### src/rtl/pipeline_ctrl_gen_pkg.sv
// pipeline_ctrl_gen_pkg: exception codes, vector offsets and controller state encoding
package pipeline_ctrl_gen_pkg;
    localparam logic [31:0] EXC_INTERRUPT    = 32'h1;
    localparam logic [31:0] EXC_SYSCALL      = 32'h8;
    localparam logic [31:0] EXC_INVALID_INST = 32'ha;
    localparam logic [31:0] EXC_OVERFLOW     = 32'hc;
    localparam logic [31:0] EXC_TRAP         = 32'hd;
    localparam logic [31:0] EXC_ERET         = 32'he;
    localparam logic [31:0] VEC_INT_OFF      = 32'h20;
    localparam logic [31:0] VEC_GEN_OFF      = 32'h40;
    typedef enum logic {ST_IDLE, ST_FLUSH_HOLD} ctrl_state_e;
endpackage

### src/rtl/pipeline_ctrl_gen_if.sv
// pipeline_ctrl_gen_if: request/redirect bundle between pipeline stages and the stall/flush controller
interface pipeline_ctrl_gen_if #(
    parameter int NUM_STAGES = 6,
    parameter int ADDR_W     = 32,
    parameter int EXC_W      = 32
);
    logic [NUM_STAGES-3:0] stallreq;
    logic [EXC_W-1:0]      exception_i;
    logic [ADDR_W-1:0]     cp0_epc_i;
    logic                  ebase_we;
    logic [ADDR_W-1:0]     ebase_wdata;
    logic [NUM_STAGES-1:0] stall;
    logic                  flush;
    logic [ADDR_W-1:0]     exception_handler_addr;
    logic                  stall_timeout;
    logic [31:0]           stall_cycles;
    modport master (
        output stallreq, exception_i, cp0_epc_i, ebase_we, ebase_wdata,
        input  stall, flush, exception_handler_addr, stall_timeout, stall_cycles
    );
    modport slave (
        input  stallreq, exception_i, cp0_epc_i, ebase_we, ebase_wdata,
        output stall, flush, exception_handler_addr, stall_timeout, stall_cycles
    );
endinterface

### src/rtl/pipeline_ctrl_gen_stall_mask_gen.sv
// stall_mask_gen: highest stage request -> nested thermometer stall mask
module stall_mask_gen #(
    parameter int NUM_STAGES   = 6,
    parameter bit IF_DS_EXTEND = 1'b1
) (
    input  logic [NUM_STAGES-3:0] req,
    output logic [NUM_STAGES-1:0] mask
);
    // request i holds PC and stage registers 1..i+1; an IF request may also hold IF/ID
    always_comb begin
        mask = '0;
        for (int i = 0; i < NUM_STAGES - 2; i++)
            for (int k = 0; k < NUM_STAGES; k++)
                if (req[i] && (k <= i + 1 || (IF_DS_EXTEND && i == 0 && k == 2)))
                    mask[k] = 1'b1;
    end
endmodule

### src/rtl/pipeline_ctrl_gen.sv
// pipeline_ctrl_gen: stall arbitration, exception flush/redirect, EBASE, stall watchdog and counter
module pipeline_ctrl_gen
    import pipeline_ctrl_gen_pkg::*;
#(
    parameter int                NUM_STAGES   = 6,
    parameter int                ADDR_W       = 32,
    parameter int                EXC_W        = 32,
    parameter int                FLUSH_CYCLES = 1,
    parameter bit                IF_DS_EXTEND = 1'b1,
    parameter logic [ADDR_W-1:0] RESET_EBASE  = '0,
    parameter int                WDT_LIMIT    = 1024
) (
    input logic               clk,
    input logic               rst,
    pipeline_ctrl_gen_if.slave bus
);
    localparam int                CW        = FLUSH_CYCLES > 2 ? $clog2(FLUSH_CYCLES) : 1;
    localparam int                WW        = $clog2(WDT_LIMIT + 2);
    localparam logic [CW-1:0]     HOLD_LOAD = CW'(FLUSH_CYCLES > 1 ? FLUSH_CYCLES - 2 : 0);
    localparam logic [WW-1:0]     WLIM      = WW'(WDT_LIMIT);
    localparam logic [ADDR_W-1:0] PAGE_MASK = ~ADDR_W'(32'hfff);
    ctrl_state_e           state;
    logic [CW-1:0]         hold_cnt;
    logic [ADDR_W-1:0]     hold_addr, ebase, vec_addr;
    logic [NUM_STAGES-1:0] mask;
    logic [WW-1:0]         wdt;
    logic                  timeout, exc, in_hold;
    logic [31:0]           cycles;
    stall_mask_gen #(.NUM_STAGES(NUM_STAGES), .IF_DS_EXTEND(IF_DS_EXTEND)) u_mask (
        .req  (bus.stallreq),
        .mask (mask)
    );
    assign in_hold  = state == ST_FLUSH_HOLD;
    assign exc      = rst && !in_hold && bus.exception_i != '0;
    assign vec_addr = bus.exception_i == EXC_W'(EXC_ERET) ? bus.cp0_epc_i :
                      ebase + ADDR_W'(bus.exception_i == EXC_W'(EXC_INTERRUPT) ? VEC_INT_OFF : VEC_GEN_OFF);
    assign bus.flush                  = exc || in_hold;
    assign bus.exception_handler_addr = in_hold ? hold_addr : exc ? vec_addr : '0;
    assign bus.stall                  = (rst && !bus.flush) ? mask : '0;
    assign bus.stall_timeout          = timeout;
    assign bus.stall_cycles           = cycles;
    // flush sequencer: first flush cycle is combinational, the remaining ones replay the latched target
    always_ff @(posedge clk or negedge rst) begin
        if (!rst) begin
            state     <= ST_IDLE;
            hold_cnt  <= '0;
            hold_addr <= '0;
        end else if (in_hold) begin
            state    <= hold_cnt == '0 ? ST_IDLE : ST_FLUSH_HOLD;
            hold_cnt <= hold_cnt - CW'(hold_cnt != '0);
        end else if (exc) begin
            state     <= FLUSH_CYCLES > 1 ? ST_FLUSH_HOLD : ST_IDLE;
            hold_cnt  <= HOLD_LOAD;
            hold_addr <= vec_addr;
        end
    end
    // EBASE is page aligned; a write lands after any same-cycle exception has used the old value
    always_ff @(posedge clk or negedge rst) begin
        if (!rst) ebase <= RESET_EBASE & PAGE_MASK;
        else if (bus.ebase_we) ebase <= bus.ebase_wdata & PAGE_MASK;
    end
    // watchdog: run length of consecutive stalled cycles, saturating, with a sticky timeout flag
    always_ff @(posedge clk or negedge rst) begin
        if (!rst) begin
            wdt     <= '0;
            timeout <= 1'b0;
        end else if (bus.stall == '0) begin
            wdt <= '0;
        end else begin
            wdt <= wdt == WLIM ? wdt : wdt + WW'(1);
            if (WDT_LIMIT != 0 && wdt == WLIM - WW'(1)) timeout <= 1'b1;
        end
    end
    // free-running count of cycles the PC was held
    always_ff @(posedge clk or negedge rst) begin
        if (!rst) cycles <= '0;
        else cycles <= cycles + 32'(bus.stall[0]);
    end
endmodule

### src/flat_wrapper.sv
// flat-port wrapper written by rule: the top's interface ports become plain ports
module pipeline_ctrl_gen_flat import pipeline_ctrl_gen_pkg::*;
#(
    parameter int                NUM_STAGES   = 6,
    parameter int                ADDR_W       = 32,
    parameter int                EXC_W        = 32,
    parameter int                FLUSH_CYCLES = 1,
    parameter bit                IF_DS_EXTEND = 1'b1,
    parameter logic [ADDR_W-1:0] RESET_EBASE  = '0,
    parameter int                WDT_LIMIT    = 1024
)
  (clk, rst, bus_stallreq, bus_exception_i, bus_cp0_epc_i, bus_ebase_we, bus_ebase_wdata, bus_stall, bus_flush, bus_exception_handler_addr, bus_stall_timeout, bus_stall_cycles);
  pipeline_ctrl_gen_if #(.NUM_STAGES(NUM_STAGES), .ADDR_W(ADDR_W), .EXC_W(EXC_W)) bus_i ();
  input logic clk;
  input logic rst;
  input wire logic [$bits(bus_i.stallreq)-1:0] bus_stallreq;
  input wire logic [$bits(bus_i.exception_i)-1:0] bus_exception_i;
  input wire logic [$bits(bus_i.cp0_epc_i)-1:0] bus_cp0_epc_i;
  input wire logic [$bits(bus_i.ebase_we)-1:0] bus_ebase_we;
  input wire logic [$bits(bus_i.ebase_wdata)-1:0] bus_ebase_wdata;
  output wire logic [$bits(bus_i.stall)-1:0] bus_stall;
  output wire logic [$bits(bus_i.flush)-1:0] bus_flush;
  output wire logic [$bits(bus_i.exception_handler_addr)-1:0] bus_exception_handler_addr;
  output wire logic [$bits(bus_i.stall_timeout)-1:0] bus_stall_timeout;
  output wire logic [$bits(bus_i.stall_cycles)-1:0] bus_stall_cycles;
  assign bus_i.stallreq = bus_stallreq;
  assign bus_i.exception_i = bus_exception_i;
  assign bus_i.cp0_epc_i = bus_cp0_epc_i;
  assign bus_i.ebase_we = bus_ebase_we;
  assign bus_i.ebase_wdata = bus_ebase_wdata;
  assign bus_stall = bus_i.stall;
  assign bus_flush = bus_i.flush;
  assign bus_exception_handler_addr = bus_i.exception_handler_addr;
  assign bus_stall_timeout = bus_i.stall_timeout;
  assign bus_stall_cycles = bus_i.stall_cycles;
  pipeline_ctrl_gen #(.NUM_STAGES(NUM_STAGES), .ADDR_W(ADDR_W), .EXC_W(EXC_W), .FLUSH_CYCLES(FLUSH_CYCLES), .IF_DS_EXTEND(IF_DS_EXTEND), .RESET_EBASE(RESET_EBASE), .WDT_LIMIT(WDT_LIMIT)) u_core (.clk(clk), .rst(rst), .bus(bus_i));
endmodule
### config.mk
export PLATFORM = sky130hd
export DESIGN_NAME = pipeline_ctrl_gen_flat
export DESIGN_NICKNAME = d
export VERILOG_FILES = /design/src/rtl/pipeline_ctrl_gen_pkg.sv /design/src/rtl/pipeline_ctrl_gen_if.sv /design/src/rtl/pipeline_ctrl_gen_stall_mask_gen.sv /design/src/rtl/pipeline_ctrl_gen.sv /design/src/flat_wrapper.sv
export SDC_FILE = /design/constraint.sdc
export NUM_CORES = 1
export LEC_CHECK = 0
export BUFFER_PORTS_ARGS = -buffer_cell sky130_fd_sc_hd__buf_2
export CAP_MARGIN = 20
export CORE_ASPECT_RATIO = 1.4
export CORE_MARGIN = 5
export CORE_UTILIZATION = 47
export CTS_CLUSTER_SIZE = 20
export DETAILED_ROUTE_END_ITERATION = 10
export GPL_ROUTABILITY_DRIVEN = 0
export HOLD_SLACK_MARGIN = 0.12
export PLACE_DENSITY_LB_ADDON = 0.15
export SYNTH_ARGS = -nofsm -noshare
export SYNTH_HDL_FRONTEND = slang
export SYNTH_HIERARCHICAL = 1
export SYNTH_SLANG_ARGS = --single-unit
### constraint.sdc
create_clock -name clk -period 2.95 [get_ports clk]
set_input_delay 0.7375 -clock clk [delete_from_list [all_inputs] [get_ports clk]]
set_output_delay 0.7375 -clock clk [all_outputs]
set_load 0.03 [all_outputs]
Word level (Yosys, flattened, before mapping)
Index checks and enable logic that the tools add are counted.
{"block": "totals", "regBits": 98, "latch_bits": 0, "ram_bits": 0, "romBits": 0, "in_bits": 103, "out_inout_bits": 72, "word_cells": 47, "mem_count": 0}
{"block": "op_classes", "addsub": 4, "multipliers": 0, "div_mod_pow": 0, "order_cmp": 0, "n_eq_ne": 5, "shift": 0, "mux": 18, "bitwise_logic": 2, "reduce_logical": 11}
{"cell": "two-way mux 32 bit", "count": 3}
{"cell": "adder 32 x 1 -> 32 bit", "count": 1}
{"cell": "adder 32 bit", "count": 1}
{"cell": "== test 32 x 1 -> 1 bit, second input constant", "count": 1}
{"cell": "== test 32 x 4 -> 1 bit, second input constant", "count": 1}
{"cell": "nonzero test 32 bit", "count": 1}
{"cell": "two-way mux 11 bit", "count": 2}
{"cell": "adder 11 x 1 -> 11 bit, second input constant", "count": 1}
{"cell": "== test 11 x 10 -> 1 bit, second input constant", "count": 1}
{"cell": "== test 11 bit, second input constant", "count": 1}
{"cell": "two-way mux 1 bit", "count": 11}
{"cell": "two-way mux 7 bit", "count": 1}
{"cell": "zero test 6 bit", "count": 1}
{"cell": "two-way mux 5 bit", "count": 1}
{"cell": "AND reduction 2 bit", "count": 2}
{"cell": "logical AND 1 bit", "count": 3}
{"cell": "zero test 1 bit", "count": 2}
{"cell": "inequality test 2 x 1 -> 1 bit, second input constant", "count": 1}
{"cell": "NOT 1 bit", "count": 2}
{"cell": "nonzero test 2 bit", "count": 1}
{"cell": "logical OR 1 bit", "count": 1}
{"cell": "subtractor 1 bit", "count": 1}

Longest topological paths before layout
{"block": "depth", "word_depth": 10, "depth_mapped": 12, "mapped_depth_nobuf": 9}

By module
Netlist, hierarchy kept.
{"mod": "pipeline_ctrl_gen", "instances": 1, "cells_per_inst": 351, "area_per_inst_um2": 3545.9, "seq_area_each_um2": 1601.5}
{"mod": "stall_mask_gen", "instances": 1, "cells_per_inst": 7, "area_per_inst_um2": 47.5, "seq_area_each_um2": 0.0}

Worst setup path before layout
OpenSTA, ideal clock, no wires.
{"block": "synth_timing", "path_type": "in2reg", "start": "in bus_exception_i[28]", "end": "reg u_core.cycles[20], in the netlist u_core/bus.stall_cycles[20]", "setup_ns": 0.135, "t_arrival_ns": 3.244, "setup_slack_ns": -0.429, "cell_stages": 12, "cell_sequence": "nor4_1 and4_1 buf_4 nand4_4 buf_6 nor2_1 ha_1 ha_1 and3_1 buf_2 nand4_1 xnor2_1"}
{"block": "synth_via", "elab_chain_cells": 7}
{"element": "start, declared", "line_no": "flat_wrapper.sv:17", "source": "input wire logic [$bits(bus_i.exception_i)-1:0] bus_exception_i;"}
{"element": "nonzero test 32 bit", "line_no": "pipeline_ctrl_gen.sv:34", "source": "assign exc = rst && !in_hold && bus.exception_i != '0;"}
{"element": "logical AND 1 bit", "line_no": "pipeline_ctrl_gen.sv:34"}
{"element": "logical OR 1 bit", "line_no": "pipeline_ctrl_gen.sv:37", "source": "assign bus.flush = exc || in_hold;"}
{"element": "zero test 1 bit", "line_no": "pipeline_ctrl_gen.sv:39", "source": "assign bus.stall = (rst && !bus.flush) ? mask : '0;"}
{"element": "logical AND 1 bit", "line_no": "pipeline_ctrl_gen.sv:39"}
{"element": "two-way mux 5 bit", "line_no": "pipeline_ctrl_gen.sv:39"}
{"element": "net bus_stall[0]", "line_no": "flat_wrapper.sv:21", "source": "output wire logic [$bits(bus_i.stall)-1:0] bus_stall;"}
{"element": "adder 32 x 1 -> 32 bit", "line_no": "pipeline_ctrl_gen.sv:77", "source": "else cycles <= cycles + 32'(bus.stall[0]);"}
{"element": "end signal, assigned", "line_no": "pipeline_ctrl_gen.sv:77"}
{"element": "end, declared", "line_no": "pipeline_ctrl_gen.sv:28", "source": "logic [31:0] cycles;"}
The timed path passes the listed nets, and every way through them passes these cells.
A chain may end at the register's enable or synchronous reset.

Final worst setup path
{"block": "layout_timing", "start": "in bus_exception_i[10]", "end": "out bus_exception_handler_addr[23]"}
{"block": "layout_via", "elab_chain_cells": 6, "word_cells_on_any_way": 9}
{"element": "== test 32 x 1 -> 1 bit", "line_no": "pipeline_ctrl_gen.sv:36", "source": "ebase + ADDR_W'(bus.exception_i == EXC_W'(EXC_INTERRUPT) ? VEC_INT_OFF : VEC_GEN_OFF);"}
{"element": "two-way mux 7 bit", "line_no": "pipeline_ctrl_gen.sv:36"}
{"element": "adder 32 bit", "line_no": "pipeline_ctrl_gen.sv:36"}
{"element": "two-way mux 32 bit", "line_no": "pipeline_ctrl_gen.sv:35", "source": "assign vec_addr = bus.exception_i == EXC_W'(EXC_ERET) ? bus.cp0_epc_i :"}
{"element": "two-way mux 32 bit (*) (2 in a row)", "line_no": "pipeline_ctrl_gen.sv:38", "source": "assign bus.exception_handler_addr = in_hold ? hold_addr : exc ? vec_addr : '0;"}
{"element": "end, declared", "line_no": "flat_wrapper.sv:23", "source": "output wire logic [$bits(bus_i.exception_handler_addr)-1:0] bus_exception_handler_addr;"}
Mark *: on every way between the ends. The rest lies on a longest branch, timed or not.

==> run metrics <==
post-DP HPWL 7.672 mm; DRC errors left 0; port bufs 161; initial antenna violation count 2; drt first pass iters 4; Cell variety after synth 41; area grow syn2layout 38.16%; die area around 9500 µm²; leak pwr approximately 2.4 nW; number of synthesized flops with an enable pin 0; CP Data Required Time around 2200 ps; nets ~630; design area 4965 µm²; pwr/cell area 406.9 nW/µm²; largest net degree at the start of global routing 38; top cell type's share of synthesized area between 40% and 50%; Max VDD drop between 0.0004 and 0.0005 V; leading area contributor after synthesis dfrtp_1; Max-Cap Viols 0; Tcrit/Tclk final between 90% and 100%; register bit count reported by yosys 64; height of the die ~110 µm; Seq/Total Area, Yosys 44.57%; fillers between 600 and 700; share of layout cells above drive strength 1 46.02%; Final min period 2909 ps; Syn Inst Count between 300 and 400; DP Area ~4600 µm²; Total Wirelength slightly below 10 mm; Setup Crit Path Kind primary input to output port; placeable core area between 7000 and 8000 µm²; Max Clk Rate ~340 MHz; number of nets with antenna violations after routing 0; Fin Clk Skew 8.555 ps; first-pass GRT wire length roughly 17 mm; Post-synth ARST share 100.0%; initial DRC count 146; top cells by instance count after synthesis dfrtp_1, nand4_1, xnor2_1; status completed; CP arrival about 2200 ps; Slowest cell on crit path nor4_4; worst r2r path cells 4; I/O Pins approximately 180; Clk Latency, worst-skew pair 340 ps; top post-synthesis cells by area dfrtp_1, xnor2_1, nand4_1, mux2_2, and3_1; final hold violations 0; reg-to-reg critical path startpoint u_core/bus.stall_cycles[7]$_DFF_PN0_; WHS Path Cells 2; Synth warnings 6; worst hold endpoint u_core/bus.stall_timeout$_DFFE_PN0P_; Slew Viols, Final 0; initial core utilization between 40% and 50%; wire per inst roughly 16 µm; hold_sp u_core/bus.stall_timeout$_DFFE_PN0P_; clock slew at the register clock pins of the worst setup and hold paths approximately 60 ps; setup TNS after final layout 0 ps; vias in the first global route approximately 3500; vias after detailed routing about 3500; Critical Path Start Type primary input; Rel. slew slack around three fifths; Root Buffer Master clkbuf_8; most numerous cell in the Yosys netlist dfrtp_1; CTS sink cnt 64; clock tree buffer depth 2; R2R Path End u_core/bus.stall_cycles[29]$_DFF_PN0_; worst path cell trace buf_2 -> nor4_4 -> and3_4 -> buf_4 -> nand4_1 -> a21oi_1 -> buf_2; Post-Syn Area about 3600 µm²; Avg Cell Area, Syn 10.04 µm²; synthesized net count between 400 and 500; H-tree Lvls 3; Setup-failing EPs final 0; RSZ-0062 raised after global routing yes; crit path capture type output port; Top cell by count, worst path buf_2; die width about 84 µm; clock buffer count from CTS 9; R2R Setup Slk 1100 ps; ys flop type dfrtp_1; crit-path max cell delay between 300 and 400 ps; All-Layer GR Usage a little over a fifth; Hold Crit Class register to register; floorplan row count 37; worst-margin pin slew between 600 and 700 ps; CP Max Fanout 10; Via density about 5.5; CTS tree done; total grt overflow 0
[sequential cells by signal, indices dropped and copies added, names as in the netlist]
signal,flops
u_core/bus.stall_timeout,1
u_core/ebase,20
u_core/bus.stall_cycles,32
u_core/wdt,11
[cell families after synthesis]
group | after synthesis | share of synthesized area, %
XOR/XNOR | 38 | 9.262
AO/OA/AOI/OAI | 45 | 6.860
multiplexers | 21 | 6.546
flip-flops | 64 | 44.57
other | 1 | 0.1044
AND/OR/NAND/NOR | 143 | 25.11
buffers and inverters | 41 | 5.815
adder cells (fa/ha/maj) | 5 | 1.741
[per-stage QoR]
step           worst slack [ps]  util [%]  total power [mW]  hold WS, ps  cells
6_report                  41.46     67.03             2.020        464.5    627
5_1_grt                  -86.39     66.99             2.113        516.3    626
4_1_cts                   9.412     65.61             2.041        470.9    624
3_5_place_dp             -76.77     62.36             1.179        445.4    608
3_3_place_gp             -45.93     62.36             1.172        440.9    608
2_1_floorplan             14.45         -             1.054        441.9    358
[placed cells by master (no fill, tap or decap), drive strengths merged, types with 2 or more instances in the layout]
master and count:
bufinv 2, inv 13, clkbuf 11, nor2 10, ha 5, a21oi 20
nor3b 2, buf 182, and4 9, o21ai 20, and3 17, mux2 20
xnor2 32, nand4 41, nand2 10, nand3 16, dfrtp 64, diode 2
nor3 15, clkinv 3, nor4 12, xor2 6, and2 4
[cell type report]
class                   count  area, µm²  share of cell area, %
repair buffers            182       1052                  21.19
clock buffers              11      151.4                  3.049
inverters                  13      48.80                 0.9829
multi-input cells         253       1906                  38.38
diodes                      2      5.005                 0.1008
flip-flops and latches     64       1602                  32.26
well taps                  97      121.4                  2.445
clock inverters             5      78.83                  1.588
[critical path, delay by kind of cell]
kind                   cells  cell delay [ps]
AO/OA/AOI/OAI              1              210
AND/OR/NAND/NOR            3              700
buffers and inverters      3              520
[report_power, final]
group          total, mW  internal, mW  switching [mW]
sequential         0.917         0.905          0.0122
clock              0.854         0.520           0.334
combinational      0.249         0.107           0.142
total               2.02          1.53           0.488
[how the worst max path moves through the flow]
stage / to / cells after the start / from / slack, ps
after global placement: bus_exception_handler_addr[18] / 7 / bus_exception_i[5] / -50
after global routing: bus_exception_handler_addr[23] / 8 / bus_exception_i[5] / -90
final: bus_exception_handler_addr[23] / 7 / bus_exception_i[10] / 40
after CTS: bus_exception_handler_addr[5] / 8 / bus_exception_i[5] / 9
after floorplan: u_core/bus.stall_cycles[13]$_DFF_PN0_ / 11 / bus_exception_i[20] / 10
after detailed placement: bus_exception_handler_addr[18] / 7 / bus_exception_i[5] / -80
[repair_timing]
| item | 4_1_cts | 5_1_grt |
|---|---|---|
| hold buffers | 0 | 0 |
| endpoints found under the setup margin | 29 | 32 |
| gates resized for setup | 6 | 43 |
| buffers inserted | 0 | 1 |
[metal layers]
metal  GRT usage (%)  wire [µm]  vias up
met2           34.52       4803      147
met1           25.51       3975     1656
met4           8.155        200        2
li1                -          -     1643
met5               0          7        -
met3           7.370        932       20
Power figures use the tool's default switching activity.
